<file path="config.mk">
export PLATFORM = sky130hd
export DESIGN_NAME = memory_arbiter
export DESIGN_NICKNAME = d
export VERILOG_FILES = /design/src/rtl/memory_arbiter.sv
export SDC_FILE = /design/constraint.sdc
export NUM_CORES = 1
export LEC_CHECK = 0
export ABC_AREA = 1
export CAP_MARGIN = 20
export CORE_MARGIN = 2
export CORE_UTILIZATION = 43
export CTS_CLUSTER_DIAMETER = 50
export CTS_CLUSTER_SIZE = 14
export DETAILED_ROUTE_END_ITERATION = 8
export PLACE_DENSITY = 0.92
export SYNTH_ARGS = -nofsm -noshare
export SYNTH_HDL_FRONTEND = slang
export SYNTH_SLANG_ARGS = --single-unit
</file>
<file path="constraint.sdc">
create_clock -name clock -period 1.75 [get_ports clock]
set_input_delay 0.4375 -clock clock [delete_from_list [all_inputs] [get_ports clock]]
set_output_delay 0.4375 -clock clock [all_outputs]
set_load 0.02 [all_outputs]
</file>
<file path="src/rtl/memory_arbiter.sv">
// Round-robin arbiter giving two four-phase requesters shared access to one
// memory port, with a per-access timeout and registered outputs throughout.
module memory_arbiter #(
  parameter int unsigned timeout_cycles = 255
) (
  input  logic        clock,
  input  logic        reset,

  input  logic [31:0] requester0_address,
  input  logic [31:0] requester0_data_out,
  input  logic [1:0]  requester0_data_size,
  input  logic        requester0_operation,
  input  logic        requester0_enable,
  output logic [31:0] requester0_data_in,
  output logic        requester0_ready,
  output logic        requester0_error,

  input  logic [31:0] requester1_address,
  input  logic [31:0] requester1_data_out,
  input  logic [1:0]  requester1_data_size,
  input  logic        requester1_operation,
  input  logic        requester1_enable,
  output logic [31:0] requester1_data_in,
  output logic        requester1_ready,
  output logic        requester1_error,

  output logic [31:0] memory_address,
  output logic [31:0] memory_data_out,
  output logic [1:0]  memory_data_size,
  output logic        memory_operation,
  output logic        memory_enable,
  input  logic [31:0] memory_data_in,
  input  logic        memory_ready,

  output logic        grant,
  output logic        busy
);

  typedef enum logic [1:0] {
    IDLE    = 2'd0,
    REQUEST = 2'd1,
    RESPOND = 2'd2
  } state_t;

  localparam logic [15:0] TMO_LAST = 16'(timeout_cycles - 1);

  state_t      state_q, state_d;
  logic [31:0] addr_q, addr_d;
  logic [31:0] wdata_q, wdata_d;
  logic [1:0]  size_q, size_d;
  logic        op_q, op_d;
  logic        mem_en_q, mem_en_d;
  logic        grant_q, grant_d;
  logic        last_grant_q, last_grant_d;
  logic [15:0] cnt_q, cnt_d;
  logic [31:0] data0_q, data0_d, data1_q, data1_d;
  logic        rdy0_q, rdy0_d, rdy1_q, rdy1_d;
  logic        err0_q, err0_d, err1_q, err1_d;

  logic        sel;
  logic        resp_set;
  logic        resp_err;
  logic [31:0] resp_data;
  logic        resp_clr;
  logic        owner_en;

  always_comb begin
    state_d      = state_q;
    addr_d       = addr_q;
    wdata_d      = wdata_q;
    size_d       = size_q;
    op_d         = op_q;
    mem_en_d     = mem_en_q;
    grant_d      = grant_q;
    last_grant_d = last_grant_q;
    cnt_d        = cnt_q;
    data0_d      = data0_q;
    data1_d      = data1_q;
    rdy0_d       = rdy0_q;
    rdy1_d       = rdy1_q;
    err0_d       = err0_q;
    err1_d       = err1_q;
    sel          = 1'b0;
    resp_set     = 1'b0;
    resp_err     = 1'b0;
    resp_data    = '0;
    resp_clr     = 1'b0;
    owner_en     = grant_q ? requester1_enable : requester0_enable;

    unique case (state_q)
      IDLE: begin
        if (requester0_enable || requester1_enable) begin
          sel          = (requester0_enable && requester1_enable) ? ~last_grant_q
                                                                  : requester1_enable;
          grant_d      = sel;
          last_grant_d = sel;
          addr_d       = sel ? requester1_address    : requester0_address;
          wdata_d      = sel ? requester1_data_out   : requester0_data_out;
          size_d       = sel ? requester1_data_size  : requester0_data_size;
          op_d         = sel ? requester1_operation  : requester0_operation;
          cnt_d        = '0;
          if (size_d == 2'd3) begin
            // Illegal size is answered locally; the memory never sees it.
            resp_set = 1'b1;
            resp_err = 1'b1;
            state_d  = RESPOND;
          end else begin
            mem_en_d = 1'b1;
            state_d  = REQUEST;
          end
        end
      end

      REQUEST: begin
        if (memory_ready) begin
          resp_set  = 1'b1;
          resp_data = op_q ? '0 : memory_data_in;
          mem_en_d  = 1'b0;
          state_d   = RESPOND;
        end else if (cnt_q == TMO_LAST) begin
          resp_set = 1'b1;
          resp_err = 1'b1;
          mem_en_d = 1'b0;
          state_d  = RESPOND;
        end else begin
          cnt_d = cnt_q + 16'd1;
        end
      end

      RESPOND: begin
        if (!owner_en && !memory_ready) begin
          resp_clr = 1'b1;
          state_d  = IDLE;
        end
      end

      default: state_d = IDLE;
    endcase

    if (resp_set) begin
      if (grant_d) begin
        rdy1_d  = 1'b1;
        err1_d  = resp_err;
        data1_d = resp_data;
      end else begin
        rdy0_d  = 1'b1;
        err0_d  = resp_err;
        data0_d = resp_data;
      end
    end

    if (resp_clr) begin
      rdy0_d  = 1'b0;
      err0_d  = 1'b0;
      data0_d = '0;
      rdy1_d  = 1'b0;
      err1_d  = 1'b0;
      data1_d = '0;
    end
  end

  always_ff @(posedge clock) begin
    if (!reset) begin
      state_q      <= IDLE;
      addr_q       <= '0;
      wdata_q      <= '0;
      size_q       <= '0;
      op_q         <= 1'b0;
      mem_en_q     <= 1'b0;
      grant_q      <= 1'b0;
      last_grant_q <= 1'b1;
      cnt_q        <= '0;
      data0_q      <= '0;
      data1_q      <= '0;
      rdy0_q       <= 1'b0;
      rdy1_q       <= 1'b0;
      err0_q       <= 1'b0;
      err1_q       <= 1'b0;
    end else begin
      state_q      <= state_d;
      addr_q       <= addr_d;
      wdata_q      <= wdata_d;
      size_q       <= size_d;
      op_q         <= op_d;
      mem_en_q     <= mem_en_d;
      grant_q      <= grant_d;
      last_grant_q <= last_grant_d;
      cnt_q        <= cnt_d;
      data0_q      <= data0_d;
      data1_q      <= data1_d;
      rdy0_q       <= rdy0_d;
      rdy1_q       <= rdy1_d;
      err0_q       <= err0_d;
      err1_q       <= err1_d;
    end
  end

  assign memory_address     = addr_q;
  assign memory_data_out    = wdata_q;
  assign memory_data_size   = size_q;
  assign memory_operation   = op_q;
  assign memory_enable      = mem_en_q;
  assign grant              = grant_q;
  assign busy               = (state_q != IDLE);
  assign requester0_data_in = data0_q;
  assign requester0_ready   = rdy0_q;
  assign requester0_error   = err0_q;
  assign requester1_data_in = data1_q;
  assign requester1_ready   = rdy1_q;
  assign requester1_error   = err1_q;

endmodule

</file>
Word-level counts from Yosys, hierarchy flattened
Cells that the tools add are included.
W data, S select, Z words.
{ "word_totals": {"wordCells": 79, "input_bits": 171, "regBits": 156} }
{ "classes": {"mux": 35, "addsub": 1, "eq_ne": 10, "n_reduce_logical": 15, "bitwise": 3} }
{ "op_table": {"columns": ["operator", "count"], "rows": [
  ["$mux W32", 5],
  ["$mux W16", 3],
  ["$pmux W16 S2", 1],
  ["$add A16 B1 Y16 const B", 1],
  ["$eq A16 B8 Y1 const B", 1],
  ["$mux W1", 16],
  ["$mux W2", 6],
  ["$ne A2 B2 Y1 const B", 5],
  ["$reduce_and A4 Y1", 2],
  ["$pmux W1 S2", 3],
  ["$pmux W2 S3", 1],
  ["$reduce_and A2 Y1", 3],
  ["$eq A2 B2 Y1 const B", 2],
  ["$reduce_bool A2 Y1", 2],
  ["$ne A3 B3 Y1 const B", 1],
  ["$not A1 Y1", 3],
  ["$reduce_and A3 Y1", 1],
  ["$eq A2 B1 Y1 const B", 1],
  ["$logic_and A1 B1 Y1", 2],
  ["$logic_not A1 Y1", 2],
  ["$logic_not A2 Y1", 1],
  ["$reduce_or A2 Y1", 1],
  ["$logic_or A1 B1 Y1", 1]
]} }

Longest topological paths before layout
{ "depth": {"word_depth": 8, "ltp_mapped": 12, "ltp_nobuf": 10} }

Least setup slack after synthesis
No wires, ideal clock.
{ "synth_path": {"kind": "input port to flip-flop", "startpoint": "input requester0_enable", "endpoint": "register data1_q[12], in the netlist requester1_data_in[12]", "cell_stages": 11, "path_buffers": 2, "setup_ns": 0.113, "t_arrival_ns": 1.433, "t_required_ns": 1.637, "path_slack_ns": 0.204, "cell_sequence": "nand2_1 -> nand2_2 -> nand2_1 -> nand2_1 -> nand3_2 -> nand3_4 -> nand2_2 -> buf_6 -> buf_2 -> nor2_1 -> nor2_1"} }
{ "synth_between": {"elab_chain_len": 8, "elab_cells_between_ends": 17, "classes_between": "eq/ne (1); mux (10); reduce/logical (6)"} }
{ "synth_rtl": {"columns": ["element", "line_no", "rtl"], "rows": [
  ["start: declaration", "13", "input logic requester0_enable,"],
  ["$logic_and A1 B1 Y1", "93", "sel = (requester0_enable && requester1_enable) ? ~last_grant_q"],
  ["$mux W1", "93", null],
  ["$mux W2", "99", "size_d = sel ? requester1_data_size : requester0_data_size;"],
  ["$eq A2 B2 Y1", "102", "if (size_d == 2'd3) begin"],
  ["$mux W1", "102", null],
  ["$mux W1", "92", "if (requester0_enable || requester1_enable) begin"],
  ["$pmux W1 S2", "90", "unique case (state_q)"],
  ["$reduce_and A2 Y1 (no source line)", null, null],
  ["end signal: assignment", "190", "data1_q <= data1_d;"],
  ["end: declaration", "56", "logic [31:0] data0_q, data0_d, data1_q, data1_d;"]
]} }
Several ways; a longest one is shown, not always the timed one.
A chain may end at the register's enable or synchronous reset.

Final worst setup path
{ "layout_path": {"startpoint": "register state_q[0]", "endpoint": "output busy"} }
{ "layout_between": {"elab_chain_len": 1} }
{ "layout_rtl": {"columns": ["element", "line_no", "rtl"], "rows": [
  ["start: declaration", "47", "state_t state_q, state_d;"],
  ["start signal: assignment", "180", "state_q <= state_d;"],
  ["$reduce_bool A2 Y1", "204", "assign busy = (state_q != IDLE);"],
  ["end: declaration", "36", "output logic busy"]
]} }
Every way passes these cells.

==> impl_metrics.ini <==
[run_status]
status = completed

[synthesis]
yosys.area.top_type = dfxtp_1
yosysMostFrequentCell = nor2_1
ys.flop_type = dfxtp_1
synth_simple_gate_area_share_pct = 36.74
synth_area_leaders = dfxtp_1 44%, nor2_1 18%, nand2_1 15%, o31ai_1 6.8%, inv_1 4.6%
synth_fa_ha_area_share_pct = 0.3506
synth_edf_count = 0
syn-cell-area_sq_um = 7138
synthDistinctLibCells = 32
netlist.area_leader.share_pct = 43.75
ys_seq_area_share_pct = 43.75
synth-seq-cells = 156
yosysWarnings = 0
synth_xor_area_share_pct = 0.3681
netlist_instances = 1078
synth_area_per_cell_sq_um = 6.622
synth.area.mux_share_pct = 0
synth_compound_area_share_pct = 9.448
synthArstFlopShare_pct = 0
synth_top_family_by_area = simple AND/OR/NAND/NOR gates
synth_nets = 1251
synth_commonest_cells = 333 x nor2_1, 294 x nand2_1, 156 x dfxtp_1

[worst_setup_path]
rr_startpoint = cnt_q[0]$_SDFFE_PN0P_
rr_endpoint = requester1_data_in[13]$_SDFFE_PP0P_
crit_fanout = 3
critPathCapture = busy
cp.required_ns = 1.31
r2r_setup_slack_ns = 0.15
endpoint_kind = primary output
start_kind = flop
crit_type = reg -> out
crit_path_start = state_q[0]$_SDFFE_PN0P_
worstPathArrival_ns = 1.24
ff2ff_path_depth = 11

[final_layout]
utilization_pct = 69.72
final_cell_area_sq_um = 11440
layout-area-overhead-vs-synth_pct = 60.26
final_nets = 1593
stdcell_count = 1655
drive_gt1_share_pct = 9.351

[die]
start_util_pct = 43.51
die_w_microns = 132.8
dieArea_sq_um = 17650
design.core.area_sq_um = 16410
fp-row-count = 47
dieHeight_microns = 132.8
io-pin-count = 309

[route]
num_vias = 8160
wl_mm = 24.52
routed_via_density = 4.931
firstDrtPassIters = 5
drt_iter0_drc = 447
drc = 0
wl_per_cell_microns = 14.81
ant_nets = 0

[power_and_ir_drop]
vdd_drop_max_mv = 0.7291
powerDensity_nw_per_um2 = 1049
p_leak_nw = 5.683

[sta]
hold_viol_final = 0
holdWs_ns = 0.4484
setup_viol = 0
fin_crit_sh_pct = 95.76
maxSlewViolCount = 0
period_needed_ns = 1.676
worstMarginPinSlew_ns = 0.4469
tns_ns = 0
rsz0062_at_grt = no
timing.fmax_mhz = 596.7
skew_ns = 0.01315
slew_headroom_pct = 70.21

[global_route]
antenna_found_initial = 2
grt_overflow_total = 0
grt_pass1_wl_mm = 37.58
grt_max_degree = 66
grt.total_usage_pct = 26.49
grt_pass1_vias = 7724

[clocking]
root_buffer = clkbuf_16
cts_buffers = 17
htreeDepth = 4
clkLatencyLatePin_ns = 0.43
clock_path_buffers = 2
clock_sinks = 156
clk_pin_slew_worst_paths_ns = 0.07
cts_tree = built

[placement]
io_buffers = 308
place_area_sq_um = 10810
dpl.hpwl_mm = 17.60
place.gp.congestion = 0.8997
dp_cells = 1611

[flow_run]
cap_violations = 0

[hold_path]
hold_path_class = reg -> reg
## registers in the layout, summed over array words and instances (netlist names)
register,flops
requester1_data_in,32
cnt_q,16
memory_enable,1
last_grant_q,1
memory_operation,1
memory_address,32
requester1_ready,1
requester0_error,1
requester1_error,1
grant,1
memory_data_out,32
memory_data_size,2
requester0_ready,1
state_q,2
requester0_data_in,32
## placed cells by master, fill, tap and decap left out, types with 11 or more instances in the layout
cell type        count
o31ai_1             65
dlygate4sd2_1      138
nand3_1             15
buf_4               55
clkdlybuf4s50_1    168
inv_1               87
nand4_1             13
a21oi_1             18
nor2_1             329
buf_12              11
nand2_1            290
dfxtp_1            155
clkbuf_16           19
## through the flow
step | total power [mW] | setup slack [ns]
2_1_floorplan | 6.421 | 0.2041
3_3_place_gp | 8.319 | -0.3886
3_5_place_dp | 8.410 | -0.5314
4_1_cts | 11.89 | 0.02183
5_1_grt | 12.58 | 0.03045
6_report | 12.00 | 0.07412
## critical path: stages (launching register included)
cell and delay, ns:
dfxtp_1 0.37, inv_2 0.08, nand2_4 0.10, clkdlybuf4s15_2 0.27
## layout make-up
class                           count  area, sq um
Antenna cell                        2        5.005
Clock buffer                       17        425.4
Clock inverter                     15        182.7
Fill cell                        1305         4967
Inverter                           94        352.8
Multi-Input combinational cell    769         3413
Sequential cell                   156         3124
Tap cell                          220        275.3
Timing Repair Buffer              382         3661
## worst min path at each step
stage	startpoint	end	slack [ns]	cells past startpoint
5_1_grt	requester1_ready$_SDFFE_PP0P_	requester1_ready$_SDFFE_PP0P_	0.46	2
3_5_place_dp	requester0_ready$_SDFFE_PP0P_	requester0_ready$_SDFFE_PP0P_	0.44	2
2_1_floorplan	last_grant_q$_SDFFE_PN1P_	last_grant_q$_SDFFE_PN1P_	0.43	2
6_report	requester0_ready$_SDFFE_PP0P_	requester0_ready$_SDFFE_PP0P_	0.45	2
4_1_cts	requester0_ready$_SDFFE_PP0P_	requester0_ready$_SDFFE_PP0P_	0.45	2
3_3_place_gp	memory_address[10]$_SDFFE_PN0P_	memory_address[10]$_SDFFE_PN0P_	0.44	2
## cells by family (layout without fill, tap and decap cells)
kind of cell,after synthesis,in the layout
compound gates,97,97
xor+xnor,3,3
fa+ha+maj,2,2
buf+inv,153,508
flops,156,156
other cells,0,2
simple gates,667,667
## layer usage
metal,share of wire (%),track usage [%],up-vias
met5,0,0,-
met4,3.8,13.20,0
met3,9.5,8.621,65
met2,49,44.85,369
met1,38,30.00,3709
li1,-,-,4017
## report_power, final
part	leakage, nW	internal [mW]	total (mW)	switching (mW)
clock	0.288	2.16	3.81	1.65
sequential	1.28	4.06	4.32	0.265
combinational	4.12	1.61	3.86	2.25
total	5.68	7.82	12.0	4.17
## timing repair
action | 4_1_cts | 5_1_grt
pin swaps | 0 | 3
buffers inserted | 0 | 6
gates cloned | 0 | 4
gates resized for setup | 144 | 15
endpoints found under the setup margin | 150 | 75
hold buffers | 0 | 0
(Power assumes the default switching activity.)
